--- src/rtl/serial_magnitude_compare.sv ---
// Multi-cycle MSB-first magnitude comparator: CHUNK bits per cycle with a gt/eq/lt cascade,
// signed/unsigned mode, optional early exit and valid/ready handshakes on both sides.
//
// state | meaning
// IDLE  | in_ready=1, waiting for operands
// RUN   | comparing one chunk per edge, most significant chunk first
// DONE  | out_valid=1, result held until out_ready
module serial_magnitude_compare #(
  parameter int WIDTH      = 32,
  parameter int CHUNK      = 4,
  parameter int EARLY_EXIT = 1
) (
  input  logic                                clk,
  input  logic                                rst_n,
  input  logic                                in_valid,
  output logic                                in_ready,
  input  logic [WIDTH-1:0]                    a,
  input  logic [WIDTH-1:0]                    b,
  input  logic                                is_signed,
  output logic                                out_valid,
  input  logic                                out_ready,
  output logic                                out_gt,
  output logic                                out_eq,
  output logic                                out_lt,
  output logic [$clog2(WIDTH/CHUNK+1)-1:0]    out_cycles
);

  localparam int NCHUNK = WIDTH / CHUNK;
  localparam int CW     = $clog2(NCHUNK + 1);

  typedef enum logic [1:0] {IDLE, RUN, DONE} state_t;

  state_t            state_q, state_d;
  logic [WIDTH-1:0]  a_q, a_d, b_q, b_d;
  logic              sgn_q, sgn_d;
  logic              gt_q, gt_d, eq_q, eq_d, lt_q, lt_d;
  logic [CW-1:0]     cnt_q, cnt_d;
  logic              res_gt_q, res_gt_d, res_eq_q, res_eq_d, res_lt_q, res_lt_d;
  logic [CW-1:0]     cyc_q, cyc_d;

  logic [CHUNK-1:0]  ca, cb;
  logic              gt_n, eq_n, lt_n, last;
  logic [CW-1:0]     cnt_n;

  // Operands shift left each RUN cycle, so the chunk under test is always the top one.
  // Only the first chunk holds the sign bit; flipping its MSB maps two's complement onto unsigned order.
  always_comb begin
    ca = a_q[WIDTH-1 -: CHUNK];
    cb = b_q[WIDTH-1 -: CHUNK];
    if (sgn_q && (cnt_q == '0)) begin
      ca[CHUNK-1] = ~ca[CHUNK-1];
      cb[CHUNK-1] = ~cb[CHUNK-1];
    end
  end

  assign gt_n  = gt_q | (eq_q & (ca > cb));
  assign lt_n  = lt_q | (eq_q & (ca < cb));
  assign eq_n  = eq_q & (ca == cb);
  assign cnt_n = cnt_q + CW'(1);
  assign last  = (cnt_q == CW'(NCHUNK - 1));

  always_comb begin
    state_d  = state_q;
    a_d      = a_q;
    b_d      = b_q;
    sgn_d    = sgn_q;
    gt_d     = gt_q;
    eq_d     = eq_q;
    lt_d     = lt_q;
    cnt_d    = cnt_q;
    res_gt_d = res_gt_q;
    res_eq_d = res_eq_q;
    res_lt_d = res_lt_q;
    cyc_d    = cyc_q;
    case (state_q)
      IDLE: begin
        if (in_valid) begin
          a_d     = a;
          b_d     = b;
          sgn_d   = is_signed;
          gt_d    = 1'b0;
          eq_d    = 1'b1;
          lt_d    = 1'b0;
          cnt_d   = '0;
          state_d = RUN;
        end
      end
      RUN: begin
        a_d   = a_q << CHUNK;
        b_d   = b_q << CHUNK;
        gt_d  = gt_n;
        eq_d  = eq_n;
        lt_d  = lt_n;
        cnt_d = cnt_n;
        if (last || ((EARLY_EXIT != 0) && !eq_n)) begin
          res_gt_d = gt_n;
          res_eq_d = eq_n;
          res_lt_d = lt_n;
          cyc_d    = cnt_n;
          state_d  = DONE;
        end
      end
      DONE: begin
        if (out_ready) state_d = IDLE;
      end
      default: state_d = IDLE;
    endcase
  end

  always_ff @(posedge clk or negedge rst_n) begin
    if (!rst_n) begin
      state_q  <= IDLE;
      a_q      <= '0;
      b_q      <= '0;
      sgn_q    <= 1'b0;
      gt_q     <= 1'b0;
      eq_q     <= 1'b0;
      lt_q     <= 1'b0;
      cnt_q    <= '0;
      res_gt_q <= 1'b0;
      res_eq_q <= 1'b0;
      res_lt_q <= 1'b0;
      cyc_q    <= '0;
    end else begin
      state_q  <= state_d;
      a_q      <= a_d;
      b_q      <= b_d;
      sgn_q    <= sgn_d;
      gt_q     <= gt_d;
      eq_q     <= eq_d;
      lt_q     <= lt_d;
      cnt_q    <= cnt_d;
      res_gt_q <= res_gt_d;
      res_eq_q <= res_eq_d;
      res_lt_q <= res_lt_d;
      cyc_q    <= cyc_d;
    end
  end

  assign in_ready   = (state_q == IDLE);
  assign out_valid  = (state_q == DONE);
  assign out_gt     = res_gt_q;
  assign out_eq     = res_eq_q;
  assign out_lt     = res_lt_q;
  assign out_cycles = cyc_q;

endmodule

--- config.mk ---
export PLATFORM = sky130hd
export DESIGN_NAME = serial_magnitude_compare
export DESIGN_NICKNAME = d
export VERILOG_FILES = /design/src/rtl/serial_magnitude_compare.sv
export SDC_FILE = /design/constraint.sdc
export NUM_CORES = 1
export LEC_CHECK = 0
export CORE_MARGIN = 2
export CORE_UTILIZATION = 51
export DETAILED_ROUTE_END_ITERATION = 6
export PLACE_DENSITY = 0.91
export SLEW_MARGIN = 20
export SYNTH_ARGS = -nofsm -noshare
export SYNTH_HDL_FRONTEND = slang
export SYNTH_SLANG_ARGS = --single-unit
export TNS_END_PERCENT = 30
--- constraint.sdc ---
create_clock -name clk -period 2.3 [get_ports clk]
set_input_delay 0.345 -clock clk [delete_from_list [all_inputs] [get_ports clk]]
set_output_delay 0.345 -clock clk [all_outputs]
set_load 0.005 [all_outputs]
Word-level counts from Yosys, hierarchy flattened

Index checks and enable logic that the tools add are counted.

Flip-flop bits (word level): 81
Memory bits (writable): 0
Logic and storage cells: 56
Output and inout bits: 9
Memory bits (read-only): 0
Latch bits: 0
Memories kept: 0
Input port bits: 69

Multiply operators: 0
$lt $le $gt $ge: 2
Equality and inequality tests: 7
$add $sub $neg: 1
Reduce and logical (&&, ||, !) cells: 10
Multiplexer cells: 17
Bitwise logic cells: 7
Shift-type cells: 0
Div/mod/pow operators: 0

Operators with widths:

| operator                                      | count |
|---|---|
| one-hot mux 32 bit (2 select lines)           | 2 |
| 2-to-1 mux 32 bit                             | 2 |
| one-hot mux 4 bit (2 select lines)            | 1 |
| 2-to-1 mux 2 bit                              | 3 |
| one-hot mux 1 bit (2 select lines)            | 3 |
| one-hot mux 2 bit (3 select lines)            | 1 |
| AND reduction 2 bit                           | 3 |
| adder 4 x 1 -> 4 bit, second input constant   | 1 |
| == test 4 x 3 -> 1 bit, second input constant | 1 |
| == test 4 bit                                 | 1 |
| greater-than comparator 4 bit                 | 1 |
| zero test 4 bit                               | 1 |
| less-than comparator 4 bit                    | 1 |
| 2-to-1 mux 1 bit                              | 4 |
| 2-to-1 mux 4 bit                              | 1 |
| != test 2 bit, second input constant          | 2 |
| AND 1 bit                                     | 3 |
| AND reduction 3 bit                           | 1 |
| == test 2 x 1 -> 1 bit, second input constant | 1 |
| == test 2 bit, second input constant          | 1 |
| zero test 2 bit                               | 1 |
| != test 2 x 1 -> 1 bit, second input constant | 1 |
| inverter 1 bit                                | 2 |
| OR 1 bit                                      | 2 |
| 4 further kinds                               | 4 |

Depth between registers and ports, before layout

Gate-level depths: netlist of the first run.

Depth in word-level cells: 9
Mapped depth: 7
Mapped depth without buffers: 6

Worst setup path before layout of the first run

No wires, ideal clock.

Path type: register to register
From: reg a_q[30]
To: reg cyc_q[1], in the netlist out_cycles[1]
Data required time: 2,175 ps
Setup slack: 651 ps
Library setup time: 125 ps
Arrival: 1,524 ps
Path buffers: 1
Clock period less this slack: 1,649 ps
Stages on the path, launching flop included: 6
Cells stage by stage: dfrtp_1 -> ha_1 -> and3_1 -> a41o_1 -> buf_2 -> mux2_4

Cells in the longest elaborated chain, start to end: 5

Ends and longest elaborated chain:

| item                          | line | source |
|---|---|---|
| start: declaration            | 34   | `logic [WIDTH-1:0] a_q, a_d, b_q, b_d;` |
| start signal: assignment      | 113  | `a_q <= '0;` |
| start signal: assignment      | 126  | `a_q <= a_d;` |
| == test 4 bit                 | 58   | `assign eq_n = eq_q & (ca == cb);` |
| AND 1 bit                     | 58   |  |
| zero test 1 bit               | 95   | `if (last \|\| ((EARLY_EXIT != 0) && !eq_n)) begin` |
| logical OR 1 bit              | 95   |  |
| AND reduction 2 bit (no line) | --   |  |
| end signal: assignment        | 136  | `cyc_q <= cyc_d;` |
| end: declaration              | 39   | `logic [CW-1:0] cyc_q, cyc_d;` |

No other way between the ends.
A chain may end at the register's enable or synchronous reset.

Worst setup path in the final report of the first run

From: reg state_q[0]
To: out out_valid

Cells in the longest elaborated chain, start to end: 1

Ends and longest elaborated chain:

| item                     | line | source |
|---|---|---|
| start: declaration       | 33   | `state_t state_q, state_d;` |
| start signal: assignment | 125  | `state_q <= state_d;` |
| == test 2 bit            | 141  | `assign out_valid = (state_q == DONE);` |
| end: declaration         | 20   | `output logic out_valid,` |

No other way between the ends.

==> results of run 1 <==
## cell type report
type / count / area share [%]
sequential: 81 / 42.1
multi-input combinational: 316 / 32.3
timing repair buffer: 84 / 17.8
clock buffer: 10 / 2.86
tap: 99 / 2.57
clock inverter: 6 / 1.90
inverter: 6 / 0.467
## cells by family (layout without fill, tap and decap cells)
kind of cell	count (synthesis)	count (layout)	share of synthesized area (%)
xor gates and xnor gates	3	3	0.704
adders and majority gates	5	5	1.68
muxes	4	4	1.27
buffers and inverters	36	106	4.33
and+or+nand+nor	217	217	23.5
DFF	81	81	54.3
AOI/OAI and AO/OA	87	87	14.2
## power breakdown
group	internal [mW]	total, mW	switching, mW
Combinational	1.06	2.34	1.28
Clock	0.644	1.17	0.523
Sequential	2.12	2.57	0.444
Total	3.83	6.07	2.25
## per-layer routing
metal / track usage, % / vias to the layer above / share of wire [%]
met3: 7.39 / 12 / 5.8
met2: 37.1 / 102 / 49
met5: 0 / - / 0
met1: 29.2 / 1507 / 44
met4: 6.38 / 0 / 1.2
li1: - / 1572 / -
## sequential cells by signal, indices dropped and copies added, names as in the netlist
name	flops
a_q	32
b_q	32
cnt_q	4
eq_q	1
gt_q	1
lt_q	1
out_cycles	4
out_eq	1
out_gt	1
out_lt	1
sgn_q	1
state_q	2
## metrics by stage
stage | setup WS (ns) | cell area [um2] | utilization [%] | hold slack [ns] | cells
6_report | 0.394 | 4820 | 67.2 | 0.0257 | 602
3_5_place_dp | 0.382 | 4590 | 64.0 | 0.438 | 586
4_1_cts | 0.362 | 4820 | 67.2 | 0.0517 | 602
2_1_floorplan | 0.651 | 3730 | - | 0.0494 | 433
3_3_place_gp | 0.408 | 4590 | 64.0 | 0.430 | 586
5_1_grt | 0.304 | 4820 | 67.2 | 0.0724 | 602
## worst reg2reg max path: cells and delay by family, from the launching register on
family	cells	cell delay, ns
AOI/OAI and AO/OA	1	0.41
DFF	1	0.40
muxes	1	0.38
adders and majority gates	1	0.32
and+or+nand+nor	1	0.22
## cells in the mapped netlist (3+ instances only)
cell      instances  share of area [%]
a21oi_1           6               0.80
a31oi_1          54                9.1
and3_1            3               0.50
buf_2            21                2.8
clkbuf_1          9               0.91
dfrtp_1          81                 54
ha_1              5                1.7
inv_1             6               0.60
nand2_1         138                 14
nand3b_1          4               0.80
nor2_1           61                6.1
nor2b_1           4               0.67
o21ai_0          19                2.5
## worst max-delay path by stage
stage	start	slack, ns	end
3_5_place_dp	in_valid	0.38	cnt_q[2]
2_1_floorplan	a_q[30]	0.65	out_cycles[1]
6_report	state_q[0]	0.39	out_valid
3_3_place_gp	in_valid	0.41	cnt_q[2]
4_1_cts	state_q[0]	0.36	out_valid
5_1_grt	state_q[0]	0.30	out_valid
## cells in the final DEF (no fill, tap or decap)
master / instances
nand2_1: 137
dfrtp_1: 81
clkdlybuf4s50_1: 76
nor2_1: 61
a31oi_1: 54
o21ai_0: 19
clkbuf_8: 10
inv_1: 6
a21oi_1: 6
ha_1: 5
buf_4: 5
nor2b_1: 4
nand3b_1: 4
and3_1: 3
clkinv_4: 3
buf_12: 3
xnor2_1: 2
nand3_1: 2
a211oi_1: 2
o22a_1: 2
mux2_2: 2
bufinv_16: 2
nand2b_1: 1
nand2b_4: 1
nor3b_4: 1
nand2_2: 1
o31ai_1: 1
a41o_1: 1
mux2_4: 1
or3b_1: 1
and4bb_2: 1
mux2i_1: 1
o211ai_1: 1
xor2_1: 1
o2bb2ai_1: 1
clkinv_2: 1
==> results by group, run 1 <==
Status
  – Outcome: finished clean

Power
  – PD cells: 1260 nW/um2
  – Total power after layout: 6.07 mW
  – Leakage: 2.14 nW
  – VDD IR-drop max: 0.593 mV

Timing
  – Min cycle time layout: 1.91 ns
  – # setup viols final: 0
  – Clk_skew: 0.00686 ns
  – FMAX: 525 MHz
  – Tcrit/Tclk final: 82.9%
  – Slew of the pin with the lowest slew margin: 0.706 ns
  – Relative slew margins: 53.0%
  – RSZ-0062 raised after global routing: false
  – Pins Over Slew Limit: 0
  – Hold Fails Final Rpt: 0
  – Setup TNS: 0 ns

Global route
  – First-pass GRT wire length: 13900 um
  – All-Layer GR Usage: 22.7%
  – Initial antenna violation count: 0
  – Gr ovfl total: 0
  – Largest net degree at the start of global routing: 122
  – Vias in the first global route: 3127

Synthesis
  – Yosys warnings: 0
  – Mapped Area: 3730 um2
  – Mapped Nets: 507
  – Cells after Synth: 433
  – Sequential share of the synthesized area: 54.3%
  – Number of synthesized register bits: 81
  – EDFF count, synth: 0
  – Cell variety after synth: 29
  – Async S/R FF share, synth: 100%
  – Prevailing post-synth register cell: dfrtp_1
  – Syn avg cell area: 8.62 um2

Worst setup path
  – Crit path kind: reg -> out
  – Worst reg-to-reg path cell count: 4
  – Slowest-stage cell, CP: clkdlybuf4s50_1
  – R2R Path Start: a_q[30]
  – Reg-to-reg endpoint: out_lt
  – WP depth: 3
  – Critical path cell sequence: nand2b_1 -> inv_1 -> clkdlybuf4s50_1
  – Crit-path max cell delay: 0.49 ns
  – WP data required: 1.96 ns
  – Crit start category: flop
  – CP arrival: 1.56 ns
  – WP buf/inv: 2
  – Crit path max fanout: 5
  – Reg2Reg Setup Slack: 0.46 ns
  – Top delay family on crit path: buffers and inverters
  – CP Capture Type: output pin

Clock network
  – Hold-fix buffers, CTS: 0
  – H-tree depth: 3
  – Clock Pin Slew Worst Setup and Hold Paths: 0.08 ns
  – Post-CTS Setup Inserts: 0
  – Post-cts repair resize count: 0
  – Clk_lat worst skew: 0.35 ns
  – CTS tree: done
  – CTS sink count: 81
  – Clk buf depth: 2
  – Num CTS Buffers: 9
  – Root buffer cell: clkbuf_8

Run
  – Max Cap Viol: 0

Route
  – Drt pass-1 iters: 5
  – Routed via count: 3193
  – DR DRC count: 0
  – Final ANT Viol Nets: 0
  – Drt total wl: 8330 um
  – DRT iter0 DRCs: 232
  – Routed length per instance: 13.8 um
  – Via density: 5.30

Die
  – Num rows: 31
  – Die ar.: 8020 um2
  – Die Wd: 89.5 um
  – Core area: 7180 um2
  – Die Span Y: 89.5 um
  – Initial Util: 52.0%
  – Top-level port count: 78

Layout
  – # diodes: 0
  – Sequential cell area: 2030 um2
  – Layout cell share with drive strength beyond 1: 6.16%
  – Area of the multi-input gates: 1560 um2
  – Layout fillers: 565
  – NumNets Final: 572
  – P&R area growth vs syn: 29.2%

Place
  – I/O Buffers: 77
  – Final GP Congestion: 0.838
  – Post-detail-place hpwl: 5690 um

Min path
  – Worst hold path class: in -> async
Note: power is estimated with default switching activity, not from simulation.
==> run 2, diff against run 1 <==
- clock period: 2.3 -> 1.8 ns (I/O delays scaled with it)
==> run 2 against run 1 <==
Cell count rose by 0.83%. Largest cell class unchanged. Routed wire length rose by 6.7%. Critical endpoint unchanged. Worst setup slack got worse by 0.35 ns. Critical path type unchanged.
==> results by group, run 2 (same netlist as run 1, synthesis figures left out) <==
Global route
  – All-Layer GR Usage: 23.7% (+0.99 points)
  – First-pass GRT wire length: 14500 um (+4.2%)
  – Gr ovfl total: 0 (unchanged)
  – Vias in the first global route: 3263 (+4.3%)
  – Largest net degree at the start of global routing: 67 (-45%)
  – Initial antenna violation count: 0 (unchanged)

Route
  – Drt pass-1 iters: 7 (+2)
  – Drt total wl: 8890 um (+6.7%)
  – Final ANT Viol Nets: 0 (unchanged)
  – Routed length per instance: 14.6 um (+5.9%)
  – Via density: 5.41 (+1.9%)
  – DR DRC count: 0 (unchanged)
  – Routed via count: 3282 (+2.8%)
  – DRT iter0 DRCs: 198 (-15%)

Layout
  – Commonest non-fill, non-tap cell in the layout: nand2_1
  – P&R area growth vs syn: 31.3%
  – # diodes: 0 (unchanged)
  – NumNets Final: 577 (+0.87%)
  – Most frequent cells in the layout: nand2_1, dfrtp_1, clkdlybuf4s50_1, nor2_1, a31oi_1
  – Layout cell share with drive strength beyond 1: 7.28% (+1.1 points)
  – Design Area, Final: 4900 um2 (+1.6%)
  – Top flop regs: a_q x32, b_q x32
  – Fin cells: 607 (+0.83%)

Power
  – Clock power frac: 16.8% (-2.4 points)
  – P_int: 4.88 mW (+27%)
  – Switching Fraction: 37.6% (+0.60 points)
  – PD cells: 1600 nW/um2 (+27%)
  – VDD IR-drop max: 0.676 mV (+14%)
  – Leakage: 2.17 nW (+1.4%)
  – Sw Pwr: 2.94 mW (+31%)
  – Reg power frac: 42.2% (about the same)
  – Power share of the combinational group: 41.0% (+2.5 points)

Timing
  – FMAX: 569 MHz
  – RSZ-0062 raised after global routing: true
  – Setup ws final: 0.0422 ns (-0.351 ns)
  – Hold Fails Final Rpt: 0 (unchanged)
  – Tcrit/Tclk final: 97.7%
  – Min cycle time layout: 1.76 ns
  – Pins Over Slew Limit: 0 (unchanged)
  – Setup TNS: 0 ns (unchanged)
  – Clk_skew: 0.0119 ns (+0.00500 ns)
  – # setup viols final: 0 (unchanged)
  – Slew of the pin with the lowest slew margin: 0.418 ns (-0.287 ns)
  – Hold WS: 0.412 ns (+0.387 ns)
  – Relative slew margins: 72.1% (+19 points)

Worst setup path
  – Slowest-stage cell, CP: clkdlybuf4s50_1
  – WP buf/inv: 2 (unchanged)
  – CP Capture Type: output pin
  – CP arrival: 1.49 ns (-0.07 ns)
  – Critical path cell sequence: nand2b_1 -> inv_1 -> clkdlybuf4s50_1
  – Crit-path max cell delay: 0.49 ns (about the same)
  – Crit path max fanout: 5 (unchanged)
  – Crit start category: flop
  – WP data required: 1.53 ns (-0.43 ns)
  – Crit path kind: reg -> out
  – Top delay family on crit path: buffers and inverters

Place
  – Post-detail-place hpwl: 6160 um (+8.3%)
  – I/O Buffers: 77 (unchanged)
  – Placed cell areas: 4680 um2 (+1.9%)
  – Final GP Congestion: 0.826 (-1.5%)
  – Setup slack after placement: 0.0596 ns (-0.322 ns)
  – Placed insts: 589 (+0.51%)

Clock network
  – CTS sink count: 81 (unchanged)
  – Clk_lat worst skew: 0.35 ns (about the same)
  – Root buffer cell: clkbuf_8
  – Num CTS Buffers: 9 (unchanged)
  – H-tree depth: 3 (unchanged)
  – CTS tree: done
  – Clock Pin Slew Worst Setup and Hold Paths: 0.08 ns (about the same)
  – Clk buf depth: 2 (unchanged)

Status
  – Outcome: finished clean

Run
  – Max Cap Viol: 0 (unchanged)

Die
  – Die ar.: 8020 um2 (unchanged)
  – Die Span Y: 89.5 um (unchanged)
  – Core area: 7180 um2 (unchanged)
  – Num rows: 31 (unchanged)
  – Top-level port count: 78 (unchanged)
  – Die Wd: 89.5 um (unchanged)
  – Initial Util: 52.0% (unchanged)

Min path
  – Worst hold path class: in -> async
[run 2: worst paths after layout]
path / startpoint / to / slack [ns] / cells past startpoint
worst max-delay path: state_q[0] / out_valid / 0.04 / 3
worst min-delay path: rst_n / b_q[27] / 0.41 / 2
worst max register to register: cnt_q[0] / out_lt / 0.09 / 6
worst min register to register: out_cycles[0] / out_cycles[0] / 0.48 / 2
max in group asynchronous: rst_n / state_q[0] / 0.77 / 3
min in group clk: is_signed / sgn_q / 0.47 / 3
[run 2: stage by stage]
step	power, mW	utilization [%]
after floorplan	5.32	-
after global placement	6.24	65.2
after detailed placement	6.49	65.2
after CTS	7.82	68.1
after global routing	8.39	68.2
final	7.81	68.2
[run 2: metal layers]
layer,up-vias,GRT usage [%],part of all wire [%]
li1,1591,-,-
met1,1556,30.0,43
met2,118,39.4,49
met3,17,5.17,6.2
met4,0,10.2,2.0
met5,-,0,0
[run 2: area by class of cell]
cell class / count / area, um2
multi-input cells: 316 / 1560
inverters: 6 / 22.5
clock buffers: 11 / 141
flip-flops and latches: 81 / 2030
well taps: 99 / 124
fillers: 553 / 2280
repair buffers: 89 / 963
clock inverters: 5 / 55.1
[run 2: power groups by stage]
stage	combinational (mW)	sequential, mW	clock (mW)
after floorplan	2.20	3.13	0
after global placement	2.98	3.26	0
after detailed placement	3.19	3.30	0
after CTS	3.20	3.29	1.34
after global routing	3.60	3.40	1.40
final	3.20	3.30	1.32
[run 2: repair_timing]
item                                    in CTS  in global routing
pin swaps                                    0                  0
resized for setup                            1                  3
hold buffers                                 1                  0
endpoints found under the hold margin       31                  0
endpoints found under the setup margin       2                  2
buffers inserted                             0                  1
[run 2: worst register-to-register path: stages, from the launching register on]
cell	delay (ns)
dfrtp_1	0.45
inv_1	0.08
ha_1	0.20
and4bb_2	0.25
mux2_2	0.22
o211ai_1	0.11
mux2_2	0.28
